--- src/rtl/max7219_display_driver.sv ---
// MAX7219 SPI display driver: power-up init sequence, then continuous refresh of
// snapshotted BCD digits while enabled, with optional leading-zero blanking.
module max7219_display_driver #(
  parameter int unsigned N_DIGITS = 6,
  parameter int unsigned CLK_DIV  = 4,
  parameter logic [7:0]  DP_MASK  = 8'b0001_0100,
  parameter bit          LZB      = 1'b0
) (
  input  logic                    clk,
  input  logic                    rst_n,
  input  logic                    ena,
  input  logic [4*N_DIGITS-1:0]   digits,
  input  logic [3:0]              intensity,
  output logic                    busy,
  output logic                    frame_done,
  output logic                    mosi,
  output logic                    cs_n,
  output logic                    sclk
);

  localparam int unsigned DIG_W = 4 * N_DIGITS;
  localparam int unsigned CNT_W = $clog2(2 * CLK_DIV);
  localparam logic [CNT_W-1:0] HALF_LAST = CNT_W'(CLK_DIV - 1);
  localparam logic [CNT_W-1:0] GAP_LAST  = CNT_W'(2 * CLK_DIV - 1);
  localparam logic [CNT_W-1:0] GAP_PULSE = CNT_W'(2 * CLK_DIV - 2);

  typedef enum logic [1:0] {ST_INIT, ST_IDLE, ST_FRAME} state_t;
  typedef enum logic [1:0] {PH_NONE, PH_LOW, PH_HIGH, PH_GAP} phase_t;

  state_t            state, state_d;
  phase_t            phase, phase_d;
  logic [CNT_W-1:0]  cnt, cnt_d;
  logic [3:0]        bit_cnt, bit_cnt_d;
  logic [15:0]       shreg, shreg_d;
  logic [3:0]        widx, widx_d;
  logic [DIG_W-1:0]  snap_dig, snap_dig_d;
  logic [3:0]        snap_int, snap_int_d;
  logic [3:0]        last_int, last_int_d;
  logic              int_first, int_first_d;
  logic              cs_n_d, sclk_d, busy_d, frame_done_d;

  logic              start, take_snap, word_end, last_word;
  logic [15:0]       word;

  // Init words, word 3 carrying the live intensity.
  function automatic logic [15:0] init_word(input logic [3:0] idx, input logic [3:0] inten);
    case (idx)
      4'd0:    init_word = 16'h0F00;
      4'd1:    init_word = {8'h0B, 8'(N_DIGITS - 1)};
      4'd2:    init_word = {8'h09, 8'((1 << N_DIGITS) - 1)};
      4'd3:    init_word = {12'h0A0, inten};
      default: init_word = 16'h0C01;
    endcase
  endfunction

  // Frame word idx; with_int shifts digits by one behind a leading intensity word.
  function automatic logic [15:0] frame_word(input logic [3:0] idx, input logic [DIG_W-1:0] dig,
                                             input logic [3:0] inten, input logic with_int);
    logic [3:0] di;
    logic [3:0] nib;
    logic       dp;
    logic       higher_nz;
    di        = with_int ? idx - 4'd1 : idx;
    nib       = 4'd0;
    dp        = 1'b0;
    higher_nz = 1'b0;
    for (int unsigned k = 0; k < N_DIGITS; k++) begin
      if (4'(k) == di) begin
        nib = 4'(dig >> (4 * k));
        dp  = DP_MASK[3'(k)];
      end
      if (4'(k) > di && 4'(dig >> (4 * k)) != 4'd0) higher_nz = 1'b1;
    end
    if (LZB && di != 4'd0 && nib == 4'd0 && !higher_nz) nib = 4'hF;
    if (with_int && idx == 4'd0) frame_word = {12'h0A0, inten};
    else                         frame_word = {4'h0, di + 4'd1, dp, 3'b000, nib};
  endfunction

  assign mosi = shreg[15];

  always_ff @(posedge clk or negedge rst_n) begin
    if (!rst_n) begin
      state      <= ST_INIT;
      phase      <= PH_NONE;
      cnt        <= '0;
      bit_cnt    <= '0;
      shreg      <= '0;
      widx       <= '0;
      snap_dig   <= '0;
      snap_int   <= '0;
      last_int   <= '0;
      int_first  <= 1'b0;
      cs_n       <= 1'b1;
      sclk       <= 1'b0;
      busy       <= 1'b1;
      frame_done <= 1'b0;
    end else begin
      state      <= state_d;
      phase      <= phase_d;
      cnt        <= cnt_d;
      bit_cnt    <= bit_cnt_d;
      shreg      <= shreg_d;
      widx       <= widx_d;
      snap_dig   <= snap_dig_d;
      snap_int   <= snap_int_d;
      last_int   <= last_int_d;
      int_first  <= int_first_d;
      cs_n       <= cs_n_d;
      sclk       <= sclk_d;
      busy       <= busy_d;
      frame_done <= frame_done_d;
    end
  end

  always_comb begin
    state_d      = state;
    phase_d      = phase;
    cnt_d        = cnt + CNT_W'(1);
    bit_cnt_d    = bit_cnt;
    shreg_d      = shreg;
    widx_d       = widx;
    snap_dig_d   = snap_dig;
    snap_int_d   = snap_int;
    last_int_d   = last_int;
    int_first_d  = int_first;
    cs_n_d       = cs_n;
    sclk_d       = sclk;
    busy_d       = busy;
    frame_done_d = 1'b0;
    start        = 1'b0;
    take_snap    = 1'b0;
    word_end     = 1'b0;
    word         = '0;
    last_word    = (state == ST_INIT) ? (widx == 4'd4)
                 : (widx == (int_first ? 4'(N_DIGITS) : 4'(N_DIGITS - 1)));

    case (phase)
      PH_NONE: begin
        cnt_d = '0;
        if (state == ST_INIT) begin
          start = 1'b1;
          word  = init_word(widx, intensity);
        end else if (state == ST_IDLE && ena) begin
          take_snap = 1'b1;
        end
      end
      PH_LOW: begin
        if (cnt == HALF_LAST) begin
          sclk_d  = 1'b1;
          phase_d = PH_HIGH;
          cnt_d   = '0;
        end
      end
      PH_HIGH: begin
        if (cnt == HALF_LAST) begin
          sclk_d = 1'b0;
          cnt_d  = '0;
          if (bit_cnt == 4'd0) begin
            cs_n_d  = 1'b1;
            shreg_d = '0;
            phase_d = PH_GAP;
          end else begin
            shreg_d   = {shreg[14:0], 1'b0};
            bit_cnt_d = bit_cnt - 4'd1;
            phase_d   = PH_LOW;
          end
        end
      end
      default: begin
        // frame_done lands on the last cycle of the final cs_n-high gap
        if (cnt == GAP_PULSE && state == ST_FRAME && last_word) frame_done_d = 1'b1;
        if (cnt == GAP_LAST) word_end = 1'b1;
      end
    endcase

    if (word_end) begin
      phase_d = PH_NONE;
      cnt_d   = '0;
      if (state == ST_INIT) begin
        if (last_word) begin
          state_d = ST_IDLE;
          busy_d  = 1'b0;
        end else begin
          widx_d = widx + 4'd1;
          start  = 1'b1;
          word   = init_word(widx + 4'd1, intensity);
          if (widx == 4'd2) last_int_d = intensity;
        end
      end else if (!last_word) begin
        widx_d = widx + 4'd1;
        start  = 1'b1;
        word   = frame_word(widx + 4'd1, snap_dig, snap_int, int_first);
      end else if (ena) begin
        take_snap = 1'b1;
      end else begin
        state_d = ST_IDLE;
        busy_d  = 1'b0;
      end
    end

    // Snapshot edge: the first word is built from the values being captured.
    if (take_snap) begin
      snap_dig_d  = digits;
      snap_int_d  = intensity;
      int_first_d = (intensity != last_int);
      last_int_d  = intensity;
      widx_d      = '0;
      state_d     = ST_FRAME;
      busy_d      = 1'b1;
      start       = 1'b1;
      word        = frame_word(4'd0, digits, intensity, intensity != last_int);
    end

    if (start) begin
      shreg_d   = word;
      cs_n_d    = 1'b0;
      sclk_d    = 1'b0;
      bit_cnt_d = 4'd15;
      phase_d   = PH_LOW;
      cnt_d     = '0;
    end
  end

endmodule

--- config.mk ---
export PLATFORM = sky130hd
export DESIGN_NAME = max7219_display_driver
export DESIGN_NICKNAME = d
export VERILOG_FILES = /design/src/rtl/max7219_display_driver.sv
export SDC_FILE = /design/constraint.sdc
export NUM_CORES = 1
export LEC_CHECK = 0
export CAP_MARGIN = 30
export CORE_MARGIN = 5
export CORE_UTILIZATION = 30
export DETAILED_ROUTE_END_ITERATION = 8
export SKIP_CTS_REPAIR_TIMING = 1
export SYNTH_ARGS = -nofsm -noshare
export SYNTH_HDL_FRONTEND = slang
export SYNTH_SLANG_ARGS = --single-unit
--- constraint.sdc ---
create_clock -name clk -period 4.2 [get_ports clk]
set_input_delay 0.42 -clock clk [delete_from_list [all_inputs] [get_ports clk]]
set_output_delay 0.42 -clock clk [all_outputs]
set_load 0.005 [all_outputs]
# ---- Yosys cells after proc, flatten, opt, wreduce, memory -nomap -nowiden
# Index checks and enable logic that the tools add are counted.
dict set report totals {
  reg_bits 68
  in_bits 31
  output_inout_bits 5
  wordCells 180
}
dict set report classes {
  n_addsub 6
  eq_ne 33
  mux 97
  reduce_logical 30
}
# op count
set op_table {}
lappend op_table {{2-to-1 mux 16 bit} 9}
lappend op_table {{2-to-1 mux 4 bit} 26}
lappend op_table {{one-hot mux 11 bit (4 select lines)} 2}
lappend op_table {{2-to-1 mux 12 bit} 4}
lappend op_table {{2-to-1 mux 1 bit} 38}
lappend op_table {{2-to-1 mux 2 bit} 12}
lappend op_table {{logical NOT 4 bit} 5}
lappend op_table {{== test 2 x 4 -> 1 bit (first input constant)} 4}
lappend op_table {{== test 3 x 4 -> 1 bit (first input constant)} 4}
lappend op_table {{== test 4 x 2 -> 1 bit (second input constant)} 4}
lappend op_table {{AND reduction 3 bit} 5}
lappend op_table {{nonzero test 2 bit} 7}
lappend op_table {{adder 4 x 1 -> 4 bit (second input constant)} 3}
lappend op_table {{2-to-1 mux 3 bit} 3}
lappend op_table {{== test 1 x 4 -> 1 bit (first input constant)} 2}
lappend op_table {{== test 4 x 1 -> 1 bit (second input constant)} 2}
lappend op_table {{inequality test 4 bit (second input constant)} 2}
lappend op_table {{subtractor 4 x 1 -> 4 bit (second input constant)} 2}
lappend op_table {{== test 3 bit (second input constant)} 2}
lappend op_table {{inequality test 3 bit (second input constant)} 2}
lappend op_table {{one-hot mux 3 bit (2 select lines)} 1}
lappend op_table {{== test 2 x 1 -> 1 bit (second input constant)} 2}
lappend op_table {{== test 2 bit (second input constant)} 2}
lappend op_table {{== test 4 x 3 -> 1 bit} 1}
lappend op_table {{other kinds (16)} 22}

# ---- Depth between registers and ports, before layout
dict set report logic_depth {
  word_depth 16
  depth_mapped 14
  mapped_depth_nobuf 11
}

# ---- Worst setup path before layout
# Ideal clock, no wire load.
dict set report synth_timing {
  path_type {reg-to-reg}
  start {register widx[0]}
  end {register shreg[2]}
  setup_ns 0.079
  arrival_ns 2.947
  t_required_ns 4.121
  setup_slack_ns 1.174
  path_stages_with_launch 14
  path_buffers 4
  synth_period_minus_slack_ns 3.026
  cell_sequence {dfrtp_1 > ha_1 > clkbuf_1 > clkbuf_1 > o22ai_1 > ha_1 > clkbuf_1 > nor2b_1 > clkbuf_1 > a221oi_1 > o311a_1 > nor4_1 > a2bb2oi_1 > a2bb2oi_1}
}
dict set report synth_via {
  elab_chain_cells 16
  elab_cells_between_ends 47
  cone_classes {add/sub (2); eq/ne (13); mux (25); reduce/logical (7)}
}
# element line_no
set synth_rtl {}
lappend synth_rtl {{from (decl)} 35} ;# logic [3:0] widx, widx_d;
lappend synth_rtl {{from (signal assigned)} 103} ;# widx <= widx_d;
lappend synth_rtl {{adder 4 x 1 -> 4 bit} {186, 192}}
lappend synth_rtl {{subtractor 4 x 1 -> 4 bit} 63} ;# di = with_int ? idx - 4'd1 : idx;
lappend synth_rtl {{2-to-1 mux 4 bit} 63}
lappend synth_rtl {{logical NOT 4 bit} 68} ;# if (4'(k) == di) begin
lappend synth_rtl {{2-to-1 mux 4 bit (6 in series)} 68}
lappend synth_rtl {{2-to-1 mux 12 bit} 75} ;# if (with_int && idx == 4'd0) frame_word = {12'h0A0, inten};
lappend synth_rtl {{2-to-1 mux 16 bit} 189} ;# end else if (!last_word) begin
lappend synth_rtl {{2-to-1 mux 16 bit} 179} ;# if (state == ST_INIT) begin
lappend synth_rtl {{2-to-1 mux 16 bit} 176} ;# if (word_end) begin
lappend synth_rtl {{2-to-1 mux 16 bit} 202} ;# if (take_snap) begin
lappend synth_rtl {{2-to-1 mux 16 bit} 214} ;# if (start) begin
lappend synth_rtl {{to (signal assigned)} 102} ;# shreg <= shreg_d;
lappend synth_rtl {{to (decl)} 34} ;# logic [15:0] shreg, shreg_d;
# Parallel ways exist; a longest one is shown, timed or not.
# A chain may end at the register's enable or synchronous reset.

# ---- Worst setup path after layout
# Ends and elaborated chain as after synthesis.

==> flow_summary_export.csv <==
group,metric,value,unit
worst_setup_path,max_stage_delay,0.65,ns
worst_setup_path,r2r_cells,12,
placed_design,placed_cells,676,
synth,syn_avg_cell_area,8.59,um2
pwr,internal_power,0.00116,W
timing,min_period,3.29,ns
global_route,grt_usage,0.140,
floorplanning,num_rows,43,
synth,synth.area.top_cells,"dfrtp_1, nand2_1, ha_1",
synth,synth_area_leader_cell,"dfrtp_1",
finish,syn2layout_area_growth,18.1,%
pwr,swShare,0.206,
pwr,switching_power,0.000301,W
flow_run,maxCapViolCount,0,
finish,diodes,0,
timing,tns,0,ns
worst_setup_path,cp-end-kind,"flop",
finish,nFillCells,1466,
global_route,grt_overflow_total,0,
timing,finalMaxSlewViolations,0,
routing,drt_iter0_markers,247,
synth,synth-edff-count,0,
routing,vias,3595,
synth,synth_ff_type,"dfrtp_1",
global_route,grt_pass1_vias,3692,
worst_setup_path,cp_cell_sequence,"inv_1 > ha_1 > nand2b_1 > o22ai_1 > ha_1 > nor2b_1 > buf_4 > a221oi_1 > o311a_1 > nor4_1 > a2bb2oi_1 > a2bb2oi_1",
pwr,p_per_area,296,nW/um2
timing,tightest_slew,0.951,ns
placed_design,gp_congestion,0.925,
cts,numCtsBuffers,9,
floorplanning,fp.dieW,128,um
timing,setup_viol,0,
routing,drt_pre_antenna_iters,4,
pwr,leakage,2.27,nW
worst_setup_path,worst_setup_path_start_kind,"flop",
routing,wirelength_met1,5.19,mm
global_route,grt_pass1_wl,18.7,mm
finish,nNetsFinal,557,
cts,clk_pin_slew_worst_paths,0.06,ns
worst_setup_path,r2r-end,"shreg[2]",
floorplanning,die_y,128,um
run_status,status,"completed",
timing,hold_viol,0,
worst_setup_path,worstPathArrival,3.54,ns
synth,async_reset_ff_frac,1.00,
worst_setup_path,ff2ff_setup_slack,0.91,ns
synth,synth_cell_types,61,
floorplanning,num_io_pins,36,
cts,insertion_delay,0.33,ns
global_route,grt_start_max_net_pins,40,
pwr,power_frac_clock,0.515,
routing,route.met3.wl,434,um
synth,synthCells,486,
worst_setup_path,slowest_stage,"dfrtp_1",
floorplanning,core,13800,um2
worst_setup_path,reg2reg_from,"widx[0]",
worst_setup_path,cp_max_fo,18,
synth,synthesis.nets,536,
synth,ys_seq_elements,68,
synth,synth_area,4180,um2
worst_setup_path,required,4.46,ns
worst_hold_path,holdCritPathClass,"in2async",
cts,cts_sinks,68,
cts,cts_tree,"built",
cts,cts-htree-levels,3,
routing,post_drt_wl_per_cell,15.7,um
routing,antenna_left,0,
pwr,pwr-share-seq,0.449,
routing,top_layer,"met4",
timing,rsz0062_at_grt,"false",
synth,synth_top_area_frac,0.396,
timing,max_freq,304,MHz
finish,fin_cells,692,
timing,fin_crit_sh,0.783,
pwr,peakVddDrop,142,uV
synth,ys_seq_area_frac,0.408,
timing,slew_headroom,0.364,
finish,drive_above_1_share,0.0742,
worst_setup_path,path_class,"reg2reg",
cts,clock_path_buffers,2,
floorplanning,start_util,0.303,
synth,synth_warnings,0,
routing,met2WireLength,5.10,mm
cts,clockRootBuffer,"clkbuf_16",
timing,clock_skew,0.00715,ns
placed_design,io_buffers,35,
routing,vias_per_cell,5.20,
floorplanning,dieArea,16400,um2
routing,drc,0,
routing,routed_wl,10.9,mm
pwr,power_frac_comb,0.036,
global_route,antenna_found_initial,0,
placed_design,hpwlAfterDp,8.09,mm
[cells in the mapped netlist, drive strengths merged, types with 4 or more instances]
cell    count
a21oi      27
nor3       15
o21ai      11
xnor2       8
and3        4
a221oi     12
dfrtp      66
nor2b      10
nand2     125
buf        16
mux2        8
mux2i       5
nand3      16
o211ai      6
inv        16
nor2       30
or3         4
xor2        4
ha         19
nor3b       5
clkbuf     13
o311ai      4
a31oi       7
[cells in the final DEF (no fill, tap or decap), types with 5 or more instances in the layout]
cell / count
nand2_1: 125
dfrtp_1: 66
clkdlybuf4s50_1: 34
nor2_1: 30
a21oi_1: 27
ha_1: 19
inv_1: 16
nand3_1: 16
nor3_1: 13
a221oi_1: 12
o21ai_0: 11
nor2b_1: 10
clkbuf_16: 9
mux2_2: 8
xnor2_1: 8
a31oi_1: 7
o211ai_1: 6
nor3b_1: 5
mux2i_1: 5
[logic make-up (layout without fill, tap and decap cells)]
family | count (synthesis) | count (layout) | synth area share
muxes | 13 | 13 | 0.0336
DFF | 68 | 68 | 0.408
and+or+nand+nor | 228 | 228 | 0.254
adders and majority gates | 19 | 19 | 0.0569
buffers and inverters | 45 | 71 | 0.0488
AOI/OAI and AO/OA | 101 | 101 | 0.173
xor gates and xnor gates | 12 | 12 | 0.0252
[sequential cells by signal, summed over array words and instances (netlist names)]
| name | flops |
|---|---|
| state | 2 |
| bit_cnt | 4 |
| cs_n | 1 |
| widx | 4 |
| phase | 2 |
| int_first | 1 |
| last_int | 4 |
| snap_int | 4 |
| frame_done | 1 |
| cnt | 3 |
| busy | 1 |
| sclk | 1 |
| snap_dig | 24 |
| shreg | 16 |
[worst max path at each step]
stage             from       end  slack, ns  cells past startpoint
2_1_floorplan  widx[0]  shreg[2]       1.17                     13
3_3_place_gp   widx[0]  shreg[2]       1.04                     12
3_5_place_dp   widx[0]  shreg[2]       0.93                     12
4_1_cts        widx[0]  shreg[2]       0.91                     12
5_1_grt        widx[0]  shreg[2]       0.61                     12
6_report       widx[0]  shreg[2]       0.91                     12
[layer usage]
| metal | up-vias | GRT usage |
|---|---|---|
| met3 | 13 | 0.0279 |
| met4 | 0 | 0.0556 |
| met1 | 1744 | 0.188 |
| met2 | 83 | 0.223 |
| met5 | - | 0 |
| li1 | 1755 | - |
[critical path, delay by kind of cell, from the launching register on]
family | cells | cell delay (ns)
buf+inv | 2 | 0.34
simple gates | 3 | 0.53
fa+ha+maj | 2 | 0.59
compound gates | 5 | 1.09
flops | 1 | 0.65
[final cells by class]
class                      instances  area, um2  share of cell area
multi-input combinational        373       2270               0.461
sequential                        68       1700               0.346
timing repair buffer              39        375              0.0761
clock buffer                      12        246              0.0500
tap                              180        225              0.0457
inverter                          16       60.1              0.0122
clock inverter                     4       48.8             0.00990
[power by group through the flow]
stage	logic, W	registers, W	clock network, W
3_5_place_dp	0.0000539	0.000667	0
6_report	0.0000531	0.000656	0.000751
5_1_grt	0.0000586	0.000655	0.000796
2_1_floorplan	0.00000630	0.000667	0
3_3_place_gp	0.0000534	0.000667	0
4_1_cts	0.0000544	0.000655	0.000770
[stage by stage]
step,setup WS (ns),power [W],util,instance area [um2],hold slack (ns)
2_1_floorplan,1.17,0.000674,-,4180,0.124
3_3_place_gp,1.04,0.000720,0.337,4640,0.444
3_5_place_dp,0.930,0.000721,0.337,4640,0.462
4_1_cts,0.909,0.00148,0.358,4930,0.141
5_1_grt,0.610,0.00151,0.358,4930,0.185
6_report,0.913,0.00146,0.358,4930,0.123
(Power assumes the default switching activity.)
==> patch 1, RTL diff (config.mk and constraints unchanged) <==
Change the parameter `LZB` from 1'b0 to 1'b1.
--- a/src/rtl/max7219_display_driver.sv
+++ b/src/rtl/max7219_display_driver.sv
@@ -4,7 +4,7 @@
   parameter int unsigned N_DIGITS = 6,
   parameter int unsigned CLK_DIV  = 4,
   parameter logic [7:0]  DP_MASK  = 8'b0001_0100,
-  parameter bit          LZB      = 1'b0
+  parameter bit          LZB      = 1'b1
 ) (
   input  logic                    clk,
   input  logic                    rst_n,
Behaviour: same outputs for any inputs over 10 cycles, from zero or initial values and one cycle with rst_n low; that may be too few to reach the edited logic, so the function may still have changed.
==> patch 1 against the unedited design <==
  * Wire length rose by 9.8%
  * Synthesized cell count increased by 12%
  * Final area increased by 8.9%
  * Synthesized area grew 9.0%
  * Sequential cell count stayed put
  * Worst setup slack worse by 0.39 ns
  * Utilization fell by 0.079 points
  * First-iteration DRC count grew 8.5%
  * Clock skew up 0.0047 ns
  * Power up 3.3%
  * Global-route usage is 0.26 points lower
  * Largest power group unchanged
==> patch 1: results (changes against the unedited design) <==
wirelength_um: 12000  # +9.8%
avgSynthCellArea_um2: 8.39  # -2.3%
via_per_inst: 5.23  # +0.58%
synth-main-ff-cell: "dfrtp_1"
antenna_found_initial: 0  # unchanged
vdd_drop_max_mv: 0.172  # +22%
hold_path_class: "input pin to asynchronous set/reset pin"
synth-seq-area-share: 0.375  # -0.0336
postRouteAntennaNets: 0  # unchanged
tightest_slew_ns: 0.858  # -0.0936 ns
yosysUniqueCellTypes: 77  # +26%
dp.cells: 746  # +10%
globalRouteTotalUtil: 0.138  # -0.00259
antenna_cells: 0  # unchanged
synthTopCellsByCount: "130 x nand2_1, 66 x dfrtp_1, 46 x nor2_1"
grt_max_degree: 42  # +5.0%
grt_pass1_vias: 3862  # +4.6%
cts-root-buf: "clkbuf_16"
reg_top3: "snap_dig x24, shreg x16"
r2r_setup_slack_ns: 0.52  # -0.39 ns
skew_ns: 0.0119  # +0.00475 ns
first_pass_iters: 5  # +1
htree_levels: 3  # unchanged
power.leakage_nw: 2.37  # +4.2%
insertion_delay_ns: 0.34
status: "completed"
grt_pass1_wl_um: 20000  # +6.6%
drive_gt1_frac: 0.0955  # +0.0213
yosysMostFrequentCell: "nand2_1"
syn_nets: 591  # +10%
place_hpwl_um: 8740  # +8.1%
cts_inserted_buffers: 9  # unchanged
dpl_cell_area_mm2: 0.00503  # +8.4%
async_reset_ff_frac: 1.00  # unchanged
rr_startpoint: "widx[0]"
clockBufferDepth: 2  # unchanged
power.switching_uw: 307  # +1.8%
place_congestion: 0.874  # -5.6%
reg2reg_to: "shreg[3]"
via_count: 3992  # +11%
cp_data_arrival_time_ns: 3.96  # +0.42 ns
drt_iter0_markers: 268  # +8.5%
clk_pin_slew_ns: 0.06  # about the same
io_buffers: 35  # unchanged
yosysWarningCount: 0  # unchanged
cp_max_fo: 18  # unchanged
nets: 620  # +11%
ys_top_cells_by_area: "dfrtp_1 36%, nand2_1 11%, ha_1 5.0%"
r2r_cells: 11  # -1
patch 1: critical path, stage by stage (launching register included):
cell and delay [ns]:
dfrtp_1 0.70, inv_1 0.17, ha_1 0.49, o21ai_0 0.19, ha_1 0.26, or4_1 0.52
a2111oi_0 0.41, o22ai_1 0.16, o21bai_1 0.26, nand3_1 0.11, a31oi_1 0.20, o22a_1 0.16
patch 1: final cells by class:
class / instances / area (um^2)
clock buffers: 13 / 270
inverters: 19 / 71.3
flip-flops and latches: 68 / 1700
fillers: 1532 / 9660
repair buffers: 44 / 428
multi-input cells: 429 / 2620
clock inverters: 3 / 43.8
well taps: 188 / 235
patch 1: kinds of logic (layout without fill, tap and decap cells):
group / Yosys count / after routing / share of synthesized area
AND/OR/NAND/NOR: 252 / 252 / 0.254
AO/OA/AOI/OAI: 132 / 132 / 0.208
flip-flops: 68 / 68 / 0.375
buffers and inverters: 45 / 79 / 0.0501
adder cells (fa/ha/maj): 18 / 18 / 0.0495
XOR/XNOR: 16 / 16 / 0.0349
multiplexers: 11 / 11 / 0.0283
patch 1: routing by layer:
| metal | up-vias | global-route usage | routed length, um |
|---|---|---|---|
| met5 | - | 0 | 0 |
| met4 | 0 | 0.0394 | 170 |
| met3 | 12 | 0.0340 | 525 |
| met2 | 106 | 0.225 | 5670 |
| met1 | 1911 | 0.182 | 5600 |
| li1 | 1963 | - | - |
patch 1: worst max path at each step:
| stage | cells after the start | endpoint | startpoint |
|---|---|---|---|
| after floorplan | 15 | shreg[0] | widx[0] |
| after global placement | 11 | shreg[2] | widx[0] |
| after detailed placement | 11 | shreg[3] | widx[0] |
| after CTS | 11 | shreg[3] | widx[0] |
| after global routing | 11 | shreg[1] | widx[0] |
| final | 11 | shreg[3] | widx[0] |
patch 1: stage by stage:
stage	setup slack [ns]	total power, mW	hold slack, ns
2_1_floorplan	0.998	0.686	0.124
3_3_place_gp	0.631	0.733	0.444
3_5_place_dp	0.527	0.734	0.452
4_1_cts	0.528	1.53	0.250
5_1_grt	0.0643	1.57	0.410
6_report	0.522	1.51	0.402
patch 1: power by group through the flow:
| stage | clock network, mW | registers, mW | logic [mW] |
|---|---|---|---|
| after floorplan | 0 | 0.672 | 0.0133 |
| after global placement | 0 | 0.672 | 0.0609 |
| after detailed placement | 0 | 0.673 | 0.0618 |
| after CTS | 0.803 | 0.661 | 0.0622 |
| after global routing | 0.836 | 0.661 | 0.0706 |
| final | 0.784 | 0.661 | 0.0635 |
==> patch 2, RTL diff (config.mk and constraints unchanged) <==
Made on the original files. Add an input register stage for `ena`, `digits` and `intensity`, cleared by the reset; this delays them by one clock.
--- a/src/rtl/max7219_display_driver.sv
+++ b/src/rtl/max7219_display_driver.sv
@@ -26,6 +26,22 @@
 
   typedef enum logic [1:0] {ST_INIT, ST_IDLE, ST_FRAME} state_t;
   typedef enum logic [1:0] {PH_NONE, PH_LOW, PH_HIGH, PH_GAP} phase_t;
+
+  logic ena_q;
+  logic [4*N_DIGITS-1:0] digits_q;
+  logic [3:0] intensity_q;
+
+  always_ff @(posedge clk or negedge rst_n) begin
+    if (!rst_n) begin
+      ena_q       <= '0;
+      digits_q    <= '0;
+      intensity_q <= '0;
+    end else begin
+      ena_q       <= ena;
+      digits_q    <= digits;
+      intensity_q <= intensity;
+    end
+  end
 
   state_t            state, state_d;
   phase_t            phase, phase_d;
@@ -139,8 +155,8 @@
         cnt_d = '0;
         if (state == ST_INIT) begin
           start = 1'b1;
-          word  = init_word(widx, intensity);
-        end else if (state == ST_IDLE && ena) begin
+          word  = init_word(widx, intensity_q);
+        end else if (state == ST_IDLE && ena_q) begin
           take_snap = 1'b1;
         end
       end
@@ -183,14 +199,14 @@
         end else begin
           widx_d = widx + 4'd1;
           start  = 1'b1;
-          word   = init_word(widx + 4'd1, intensity);
-          if (widx == 4'd2) last_int_d = intensity;
+          word   = init_word(widx + 4'd1, intensity_q);
+          if (widx == 4'd2) last_int_d = intensity_q;
         end
       end else if (!last_word) begin
         widx_d = widx + 4'd1;
         start  = 1'b1;
         word   = frame_word(widx + 4'd1, snap_dig, snap_int, int_first);
-      end else if (ena) begin
+      end else if (ena_q) begin
         take_snap = 1'b1;
       end else begin
         state_d = ST_IDLE;
@@ -200,15 +216,15 @@
 
     // Snapshot edge: the first word is built from the values being captured.
     if (take_snap) begin
-      snap_dig_d  = digits;
-      snap_int_d  = intensity;
-      int_first_d = (intensity != last_int);
-      last_int_d  = intensity;
+      snap_dig_d  = digits_q;
+      snap_int_d  = intensity_q;
+      int_first_d = (intensity_q != last_int);
+      last_int_d  = intensity_q;
       widx_d      = '0;
       state_d     = ST_FRAME;
       busy_d      = 1'b1;
       start       = 1'b1;
-      word        = frame_word(4'd0, digits, intensity, intensity != last_int);
+      word        = frame_word(4'd0, digits_q, intensity_q, intensity_q != last_int);
     end
 
     if (start) begin
Function: same outputs for any inputs over 10 cycles, from zero or initial values and one cycle with rst_n low; that may be too few to reach the edited logic, so the function may still have changed.
==> patch 2 against the unedited design <==
  * Sequential cell count up 29
  * Fmax fell by 5.0%
  * Final area rose by 20%
  * Wire length is 20% higher
  * Die area up 21%
  * Sequential share of layout area increased by 6.4 points
  * Synthesized area up 23%
  * Cell count is 14% higher
  * First-iteration DRC count grew 3.2%
  * Largest power group is now registers
  * Clock power is 7.9% higher
  * Worst setup slack got worse by 0.17 ns
  * Power is 25% higher
==> patch 2: results (changes against the unedited design) <==
wl_met2_um: 6220  # +22%
yosysUniqueCellTypes: 76  # +25%
async_reset_ff_frac: 1.00  # unchanged
cp_max_fo: 17  # -1
grt_pass1_wl_um: 21700  # +16%
synth-seq-area-share: 0.473  # +0.0649
place_congestion: 0.954  # +3.1%
dpl_cell_area_mm2: 0.00563  # +22%
dr_wl_met3_um: 663  # +53%
r2r_setup_slack_ns: 0.74  # -0.17 ns
drive_gt1_frac: 0.0981  # +0.0239
antenna_found_initial: 0  # unchanged
wl_met1_um: 5920  # +14%
reg_top3: "digits_q x24, snap_dig x24, shreg x16"
globalRouteTotalUtil: 0.136  # -0.00424
hold_path_class: "input pin to asynchronous set/reset pin"
reg2reg_to: "shreg[1]"
clockBufferDepth: 2  # unchanged
vdd_drop_max_mv: 0.300  # +110%
status: "completed"
clk_pin_slew_ns: 0.07
drt_iter0_markers: 255  # +3.2%
grt_pass1_vias: 4041  # +9.5%
top_layer: "met4"
fill_cells: 1740  # +19%
wirelength_um: 13000  # +20%
rr_startpoint: "widx[0]"
cts_inserted_buffers: 9  # unchanged
skew_ns: 0.00783  # +0.000682 ns
power.leakage_nw: 2.65  # +16%
insertion_delay_ns: 0.35  # +0.02 ns
r2r_cells: 11  # -1
via_per_inst: 5.14  # -1.1%
tightest_slew_ns: 1.07  # +0.115 ns
antenna_cells: 0  # unchanged
first_pass_iters: 8  # +4
cp_data_arrival_time_ns: 3.71  # +0.17 ns
nets: 616  # +11%
syn_nets: 595  # +11%
ys_top_cells_by_area: "dfrtp_1 46%, nand2_1 8.5%, ha_1 4.6%"
synthTopCellsByCount: "116 x nand2_1, 95 x dfrtp_1, 38 x a21oi_1"
cp_slowest_stage_delay_ns: 0.62  # -0.03 ns
grt_max_degree: 53  # +33%
place_hpwl_um: 9570  # +18%
[patch 2: changes by cell type in the layout (fill, tap and decap cells not counted), sizes merged, moves of 4 or more]
cell / unedited run / this run
a22oi: 0 / 5
inv: 16 / 25
nand3: 16 / 12
xnor2: 8 / 4
nor4: 1 / 7
o21ai: 11 / 20
xor2: 4 / 11
a221oi: 12 / 3
dfrtp: 66 / 95
nand2: 125 / 116
o31ai: 1 / 8
a21oi: 27 / 41
[patch 2: through the flow]
| step | setup slack (ns) | std cells | hold WS (ns) | utilization |
|---|---|---|---|---|
| after floorplan | 1.30 | 545 | 0.124 | - |
| after global placement | 1.03 | 775 | 0.430 | 0.337 |
| after detailed placement | 0.819 | 775 | 0.432 | 0.337 |
| after CTS | 0.779 | 791 | 0.0709 | 0.355 |
| after global routing | 0.490 | 791 | 0.118 | 0.355 |
| final | 0.741 | 791 | 0.0609 | 0.355 |
[patch 2: worst register-to-register path, stage by stage, from the launching register on]
cell and delay (ns):
dfrtp_1 0.62, buf_4 0.26, ha_1 0.55, o21ai_0 0.16
o21a_1 0.20, ha_1 0.35, nor2b_1 0.41, a221o_1 0.23
a22oi_1 0.07, a21oi_1 0.19, o211ai_1 0.10, a221oi_1 0.23
[patch 2: final cells by class]
cell class | instances | share of cell area
timing repair buffer | 41 | 0.0662
clock inverter | 5 | 0.00759
multi-input combinational | 395 | 0.414
inverter | 22 | 0.0139
tap | 220 | 0.0464
sequential | 97 | 0.410
clock buffer | 11 | 0.0426
[patch 2: kinds of logic after synthesis]
group / count (synthesis) / synth area share
compound gates: 125 / 0.169
xor+xnor: 15 / 0.0256
fa+ha+maj: 19 / 0.0463
buf+inv: 53 / 0.0502
flops: 97 / 0.473
mux: 11 / 0.0231
simple gates: 225 / 0.212
[patch 2: per-layer routing]
layer,track usage,up-vias
met2,0.220,120
met4,0.0403,0
met1,0.184,1984
met3,0.0288,18
met5,0,-
li1,-,1943
[patch 2: worst max path at each step]
stage               startpoint        to  cells after the start
floorplan              widx[0]  shreg[0]                     15
global placement       widx[0]  shreg[1]                     11
detailed placement     widx[0]  shreg[1]                     11
CTS                    widx[0]  shreg[1]                     11
global route           widx[0]  shreg[1]                     11
finish                 widx[0]  shreg[1]                     11
[patch 2: where the power goes]
part	leakage (nW)	internal (mW)	switching, mW
Combinational	1.25	0.0277	0.0241
Sequential	1.26	0.948	0.00956
Clock	0.145	0.443	0.367
Total	2.65	1.42	0.400
